--- config.mk ---
export PLATFORM = sky130hd
export DESIGN_NAME = rs_syndrome_stream
export DESIGN_NICKNAME = d
export VERILOG_FILES = /design/src/rtl/rs_pkg.sv /design/src/rtl/rs_gf_const_mul.sv /design/src/rtl/rs_syndrome_stream.sv
export SDC_FILE = /design/constraint.sdc
export NUM_CORES = 1
export LEC_CHECK = 0
export ABC_AREA = 1
export CAP_MARGIN = 20
export CORE_ASPECT_RATIO = 1.75
export CORE_MARGIN = 5
export CORE_UTILIZATION = 35
export CTS_CLUSTER_DIAMETER = 60
export DETAILED_ROUTE_END_ITERATION = 10
export GPL_TIMING_DRIVEN = 0
export PLACE_DENSITY = 0.65
export REMOVE_ABC_BUFFERS = 1
export SLEW_MARGIN = 0
export SYNTH_ARGS = -nofsm -noshare
export SYNTH_HDL_FRONTEND = slang
export SYNTH_SLANG_ARGS = --single-unit
--- constraint.sdc ---
create_clock -name clk -period 1.7 [get_ports clk]
set_input_delay 0.34 -clock clk [delete_from_list [all_inputs] [get_ports clk]]
set_output_delay 0.34 -clock clk [all_outputs]
set_load 0.005 [all_outputs]
--- src/rtl/rs_pkg.sv ---
// GF(2^m) helpers for the streaming RS syndrome block: constant-multiply
// matrices are elaborated here and folded into XOR networks by the users.
package rs_pkg;

  localparam int DEF_SYMBOL_WIDTH = 8;
  localparam int GF_MAX_W         = 16;

  typedef logic [DEF_SYMBOL_WIDTH-1:0] symbol_t;
  typedef logic [GF_MAX_W-1:0]         gf_word_t;
  typedef logic [GF_MAX_W:0]           gf_poly_t;
  typedef gf_word_t [GF_MAX_W-1:0]     gf_mat_t;

  function automatic int gf_order(input int m);
    return (1 << m) - 1;
  endfunction

  function automatic gf_word_t gf_xtime(input gf_word_t a, input int m, input gf_poly_t poly);
    gf_poly_t t;
    t = {a, 1'b0};
    if (t[m]) t = t ^ poly;
    return t[GF_MAX_W-1:0];
  endfunction

  function automatic gf_word_t gf_mul_const(input gf_word_t a, input int k, input int m,
                                            input gf_poly_t poly);
    gf_word_t r;
    int       kk;
    r  = a;
    kk = k % gf_order(m);
    for (int i = 0; i < kk; i++) r = gf_xtime(r, m, poly);
    return r;
  endfunction

  function automatic gf_word_t gf_alpha_pow(input int k, input int m = DEF_SYMBOL_WIDTH,
                                            input gf_poly_t poly = 17'h0011D);
    return gf_mul_const(gf_word_t'(1), k, m, poly);
  endfunction

  // Column i is alpha^k * x^i; the product is the XOR of columns selected by the input bits.
  function automatic gf_mat_t gf_const_matrix(input int k, input int m, input gf_poly_t poly);
    gf_mat_t mat;
    mat = '0;
    for (int i = 0; i < m; i++) mat[i] = gf_mul_const(gf_word_t'(1) << i, k, m, poly);
    return mat;
  endfunction

endpackage

--- src/rtl/rs_gf_const_mul.sv ---
// Combinational multiply by the constant alpha^POWER in GF(2^SYMBOL_WIDTH).
module rs_gf_const_mul
  import rs_pkg::*;
#(
  parameter int                    SYMBOL_WIDTH = 8,
  parameter logic [SYMBOL_WIDTH:0] PRIM_POLY    = 9'h11D,
  parameter int                    POWER        = 1
) (
  input  logic [SYMBOL_WIDTH-1:0] a,
  output logic [SYMBOL_WIDTH-1:0] y
);

  localparam gf_poly_t POLY_EXT = gf_poly_t'(PRIM_POLY);
  localparam gf_mat_t  MAT      = gf_const_matrix(POWER, SYMBOL_WIDTH, POLY_EXT);

  always_comb begin
    y = '0;
    for (int i = 0; i < SYMBOL_WIDTH; i++)
      y = y ^ ({SYMBOL_WIDTH{a[i]}} & MAT[i][SYMBOL_WIDTH-1:0]);
  end

endmodule

--- src/rtl/rs_syndrome_stream.sv ---
// Streaming Horner-rule RS syndrome calculator with registered valid/ready output.
// Build option: RS_SYN_ZERO_FLAG_EN enables the registered all-syndromes-zero flag.
module rs_syndrome_stream
  import rs_pkg::*;
#(
  parameter int                    SYMBOL_WIDTH = 8,
  parameter int                    N            = 18,
  parameter int                    NUM_SYN      = 2,
  parameter int                    FCR          = 1,
  parameter logic [SYMBOL_WIDTH:0] PRIM_POLY    = 9'h11D
) (
  input  logic                            clk,
  input  logic                            rst_n,
  input  logic                            in_valid,
  output logic                            in_ready,
  input  logic [SYMBOL_WIDTH-1:0]         in_data,
  input  logic                            in_last,
  output logic                            out_valid,
  input  logic                            out_ready,
  output logic [NUM_SYN*SYMBOL_WIDTH-1:0] out_syn,
  output logic                            out_len_err,
  output logic                            out_zero
);

  localparam int SYN_W = NUM_SYN * SYMBOL_WIDTH;
  localparam int CNT_W = $clog2(N);

  logic             rdy_en;
  logic [CNT_W-1:0] cnt;
  logic [SYN_W-1:0] acc_q;
  logic [SYN_W-1:0] acc_mul;
  logic [SYN_W-1:0] acc_next;
  logic             accept;
  logic             last_pos;
  logic             terminal;

  for (genvar j = 0; j < NUM_SYN; j++) begin : g_syn
    rs_gf_const_mul #(
      .SYMBOL_WIDTH (SYMBOL_WIDTH),
      .PRIM_POLY    (PRIM_POLY),
      .POWER        (FCR + j)
    ) u_mul (
      .a (acc_q[j*SYMBOL_WIDTH +: SYMBOL_WIDTH]),
      .y (acc_mul[j*SYMBOL_WIDTH +: SYMBOL_WIDTH])
    );
    assign acc_next[j*SYMBOL_WIDTH +: SYMBOL_WIDTH] =
      acc_mul[j*SYMBOL_WIDTH +: SYMBOL_WIDTH] ^ in_data;
  end

  // rdy_en keeps in_ready low until the first edge after reset release.
  assign in_ready = rdy_en && (!out_valid || out_ready);
  assign accept   = in_valid && in_ready;
  assign last_pos = (cnt == CNT_W'(N - 1));
  assign terminal = accept && (in_last || last_pos);

  always_ff @(posedge clk or negedge rst_n) begin
    if (!rst_n) rdy_en <= 1'b0;
    else        rdy_en <= 1'b1;
  end

  always_ff @(posedge clk or negedge rst_n) begin
    if (!rst_n) begin
      acc_q <= '0;
      cnt   <= '0;
    end else if (accept) begin
      if (terminal) begin
        acc_q <= '0;
        cnt   <= '0;
      end else begin
        acc_q <= acc_next;
        cnt   <= cnt + CNT_W'(1);
      end
    end
  end

  always_ff @(posedge clk or negedge rst_n) begin
    if (!rst_n) begin
      out_valid   <= 1'b0;
      out_syn     <= '0;
      out_len_err <= 1'b0;
    end else if (terminal) begin
      out_valid   <= 1'b1;
      out_syn     <= acc_next;
      out_len_err <= !last_pos || !in_last;
    end else if (out_ready) begin
      out_valid   <= 1'b0;
    end
  end

`ifdef RS_SYN_ZERO_FLAG_EN
  logic zero_q;

  always_ff @(posedge clk or negedge rst_n) begin
    if (!rst_n)        zero_q <= 1'b0;
    else if (terminal) zero_q <= (acc_next == '0);
  end

  assign out_zero = zero_q;
`else
  assign out_zero = 1'b0;
`endif

endmodule

* Yosys cells after proc, flatten, opt, wreduce, memory -nomap -nowiden *
Index checks and enable logic that the tools add are counted.
Widths: inputs -> output; s select.

storage, ports and cells
  register bits after elaboration = 40
  bits of input ports = 13
  output and inout port bits = 20
  logic and storage cells = 38

cells by class
  add/sub/neg operators = 1
  equality and inequality tests = 1
  multiplexer cells = 4
  bitwise gates (word level) = 16
  reductions and logical operators = 10

operator list
  operator             number
  $xor 8x5->8          4
  $xor 8x8->8          4
  $xor 8x6->8          3
  $mux 16              1
  $xor 8x7->8          2
  $xor 8x4->8          1
  $add 5x1->5 const B  1
  $eq 5x5->1 const B   1
  $mux 5               1
  $xor 3x4->4          1
  $logic_and 1x1->1    3
  $logic_not 1->1      3
  $logic_or 1x1->1     3
  $xor 2x3->3          1
  $mux 1               2
  $reduce_bool 2->1    1

* Logic depth before layout (Yosys ltp) *
  depth after elaboration = 9
  mapped depth = 10
  depth with buffers taken out = 9

* By module *
From an unflattened synthesis, not the netlist that was laid out.

unflattened totals
  cells, all modules = 254
  area, all modules = 2118.3 um2

modules (own cells, without submodules)
  module                            instances  cells an instance  area each (um2)
  rs_syndrome_stream                1          217                1928.1
  rs_gf_const_mul (g_syn[1].u_mul)  1          19                 103.8
  rs_gf_const_mul (g_syn[0].u_mul)  1          18                 86.3

* Least setup slack after synthesis *
No wires, ideal clock.

  kind = flip-flop to flip-flop
  from = register cnt[1]
  to = register out_syn[0]
  setup time = 0.116 ns
  arrival time = 1.177 ns
  required time = 1.584 ns
  setup slack = 0.406 ns
  stages on the path, launching flop included = 11
  clock period less this slack = 1.294 ns
  cells stage by stage = dfrtp_1 inv_1 ha_1 nand2_1 inv_1 nand2_2 nand2_4 nand2_4 buf_6 nand2_1 nand2_1

between the ends
  longest elaborated chain between the ends = 3

RTL lines
  what                    RTL line                  source
  start, declared         rs_syndrome_stream.sv:29  logic [CNT_W-1:0] cnt;
  start signal, assigned  rs_syndrome_stream.sv:71  cnt <= cnt + CNT_W'(1);
  $eq 5x5->1              rs_syndrome_stream.sv:53  assign last_pos = (cnt == CNT_W'(N - 1));
  $logic_or 1x1->1        rs_syndrome_stream.sv:54  assign terminal = accept && (in_last || last_pos);
  $logic_and 1x1->1       rs_syndrome_stream.sv:54
  end signal, assigned    rs_syndrome_stream.sv:83  out_syn <= acc_next;
  end, declared           rs_syndrome_stream.sv:20  output logic [NUM_SYN*SYMBOL_WIDTH-1:0] out_syn,

Every way passes these cells.
A chain may end at the register's enable or synchronous reset.

* Worst setup path after layout *
  from = input out_ready
  to = output in_ready

between the ends
  longest elaborated chain between the ends = 2

RTL lines
  what               RTL line                  source
  start, declared    rs_syndrome_stream.sv:19  input logic out_ready,
  $logic_or 1x1->1   rs_syndrome_stream.sv:51  assign in_ready = rdy_en && (!out_valid || out_ready);
  $logic_and 1x1->1  rs_syndrome_stream.sv:51
  end, declared      rs_syndrome_stream.sv:15  output logic in_ready,

Every way passes these cells.

==> flow_summary.toml <==
[cts]
cts_max_level = 2
cts.sinks = 40
tritoncts = "yes"
clkTransAtPathRegs_ns = 0.08
clk_latency_ns = 0.30
clock_path_buffers = 2
cts_root_buffer = "clkbuf_8"
cts_buffers = 5

[floorplan]
rows = 37
start_util = 0.358
die_area_mm2 = 0.00772
ioPinCount = 33
die_w_um = 68.6
dieHeight_um = 113
fp.coreArea_mm2 = 0.00588

[timing]
skew_ns = 0.00732
min_period_ns = 1.62
rsz0062_at_grt = "no"
fin_crit_sh = 0.951
finalMaxSlewViolations = 0
setup_slack_ns = 0.0832
max_clock_freq_ghz = 0.619
finalSetupViolations = 0
hold_viol = 0

[drt]
num_vias = 1787
wl_per_cell_um = 12.1
drc = 0
drt_iter0_markers = 114
dr.pass1.iters = 4
wirelength_um = 4820
routed_via_density = 4.50
drtAntennaViolNets = 0

[logic_synthesis]
synth_edf_count = 0
synth.distinct_cells = 24
avgSynthCellArea_um2 = 7.45
synth-seq-cells = 40
syn_inst = 282
synth_ff_type = "dfrtp_1"
yosysSeqAreaShare = 0.476
ys.warnings.count = 0
async_flop_share = 1.00
syn_area_mm2 = 0.00210

[grt]
grt_pass1_vias = 1703
overflow = 0
antenna_found_initial = 0
grt_max_degree = 33
grt_pass1_wl_um = 7900
grt_use_total = 0.136

[worst_setup_path]
cp-start-kind = "input pin"
path_cells = "clkdlybuf4s50_1, inv_1, nand2_4, nand2_1, inv_1, dlygate4sd2_1"
crit_path_end_kind = "output port"
r2r_start = "cnt[0]$_DFFE_PN0P_"
required_ns = 1.36
crit_family = "buffers and inverters"
worstPathArrival_ns = 1.28
cpMaxStageDelayCell = "clkdlybuf4s50_1"
path_class = "input pin to output port"
startpoint = "out_ready"
reg2regPathDepth = 8
path_buf_inv = 4
worst_path_largest_cell_delay_ns = 0.45
crit_fanout = 4
cpMostUsedCell = "inv_1"
worst-path-stages = 6

[min_path]
hold_path_class = "input pin to async pin"

[placement]
place_ws_ns = -0.388
post_dp_cell_area_mm2 = 0.00246
dp_hpwl_um = 3320
place_congestion = 0.781
port_buffers = 31

[final_layout]
stdcell_area_mm2 = 0.00265
finalNetCount = 333
area_growth_pct = 26.3
layout-drive-gt1-share = 0.0752
num_antenna_cells = 0
fin_util = 0.451
fillers = 589

[pwr]
switching_share = 0.309
ir_drop_v = 0.000408
p_seq_frac = 0.452
internal_power_mw = 2.00
power.density_mw_per_mm2 = 1090
switchingPower_uw = 896
p_clk_frac = 0.270
p_leak_nw = 1.49
fin_total_pwr_mw = 2.90
p_comb_frac = 0.278

[status]
outcome = "finished, final reports clean"

[flow_run]
maxCapViolations = 0
-- stage by stage --
stage | TNS, ns | std cells | hold WS [ns]
3_3_place_gp | -38.47 | 381 | 0.457
4_1_cts | 0 | 391 | 0.422
2_1_floorplan | 0 | 272 | 0.0444
6_report | 0 | 397 | 0.423
3_5_place_dp | -8.94 | 382 | 0.212
5_1_grt | 0 | 397 | 0.434
-- layer usage --
layer | part of all wire | GRT usage
met5 | 0 | 0
met4 | 0.025 | 0.0730
met2 | 0.56 | 0.241
met3 | 0.029 | 0.0180
met1 | 0.39 | 0.149
-- registers in the layout (all words and copies together), names as in the netlist --
signal,cells
acc_q,16
out_syn,16
cnt,5
out_len_err,1
out_valid,1
rdy_en,1
-- logic make-up after synthesis --
logic type | count (synthesis) | synth area share
AO/OA/AOI/OAI | 3 | 0.00893
AND/OR/NAND/NOR | 186 | 0.373
flip-flops | 40 | 0.476
buffers and inverters | 38 | 0.0809
other | 2 | 0.00357
adder cells (fa/ha/maj) | 2 | 0.0119
XOR/XNOR | 11 | 0.0458
-- final timing paths --
| path | to | slack (ns) |
|---|---|---|
| min | out_syn[2]$_DFFE_PN0P_ | 0.42 |
| max reg2reg | acc_q[15]$_DFFE_PN0P_ | 0.19 |
| min reg2reg | out_syn[15]$_DFFE_PN0P_ | 0.47 |
| max in group asynchronous | cnt[4]$_DFFE_PN0P_ | 0.83 |
| max | in_ready | 0.08 |
| min in group clk | out_syn[15]$_DFFE_PN0P_ | 0.47 |
-- cell usage after synthesis, drive strengths merged, types with 2 or more instances --
library cell / number / area [um2]
dfrtp: 40 / 1000
nand4: 2 / 12.5
nor2: 10 / 56.3
buf: 9 / 61.3
inv: 28 / 105
ha: 2 / 25.0
xor2: 10 / 87.6
nand3: 20 / 113
nand2: 153 / 594
o21ai: 2 / 10.0
conb: 2 / 7.51
-- area by class of cell --
type                       count  area [um2]  area share
inverter                      28         110      0.0415
clock buffer                   6        72.6      0.0273
timing repair buffer          38         384       0.145
clock inverter                 2        35.0      0.0132
multi-input combinational    205         953       0.359
sequential                    40        1000       0.377
tap                           78        97.6      0.0368
-- power groups by stage --
stage | clock [mW] | combinational (mW) | sequential, mW
2_1_floorplan | 0 | 0.410 | 1.31
3_3_place_gp | 0 | 0.773 | 1.32
3_5_place_dp | 0 | 0.795 | 1.33
4_1_cts | 0.801 | 0.802 | 1.31
5_1_grt | 0.835 | 0.928 | 1.34
6_report | 0.781 | 0.807 | 1.31
-- cell usage in the layout (no fill, tap or decap), drive strengths merged --
cell	synthesis	layout
a21oi	1	1
buf	9	7
bufinv	0	1
clkbuf	1	6
clkdlybuf4s50	0	29
clkinv	0	1
conb	2	2
dfrtp	40	40
dlygate4sd2	0	1
dlygate4sd3	0	1
ha	2	2
inv	28	28
nand2	153	153
nand3	20	21
nand3b	1	1
nand4	2	2
nor2	10	10
o21ai	2	2
xnor2	1	1
xor2	10	10
-- repair_timing --
item | 4_1_cts | 5_1_grt
endpoints found under the setup margin | 18 | 18
hold buffers | 1 | 0
pin swaps | 0 | 0
buffers inserted | 0 | 5
endpoints found under the hold margin | 8 | 0
resized for setup | 2 | 3
cloned | 0 | 1
Note: power is estimated with default switching activity, not from simulation.
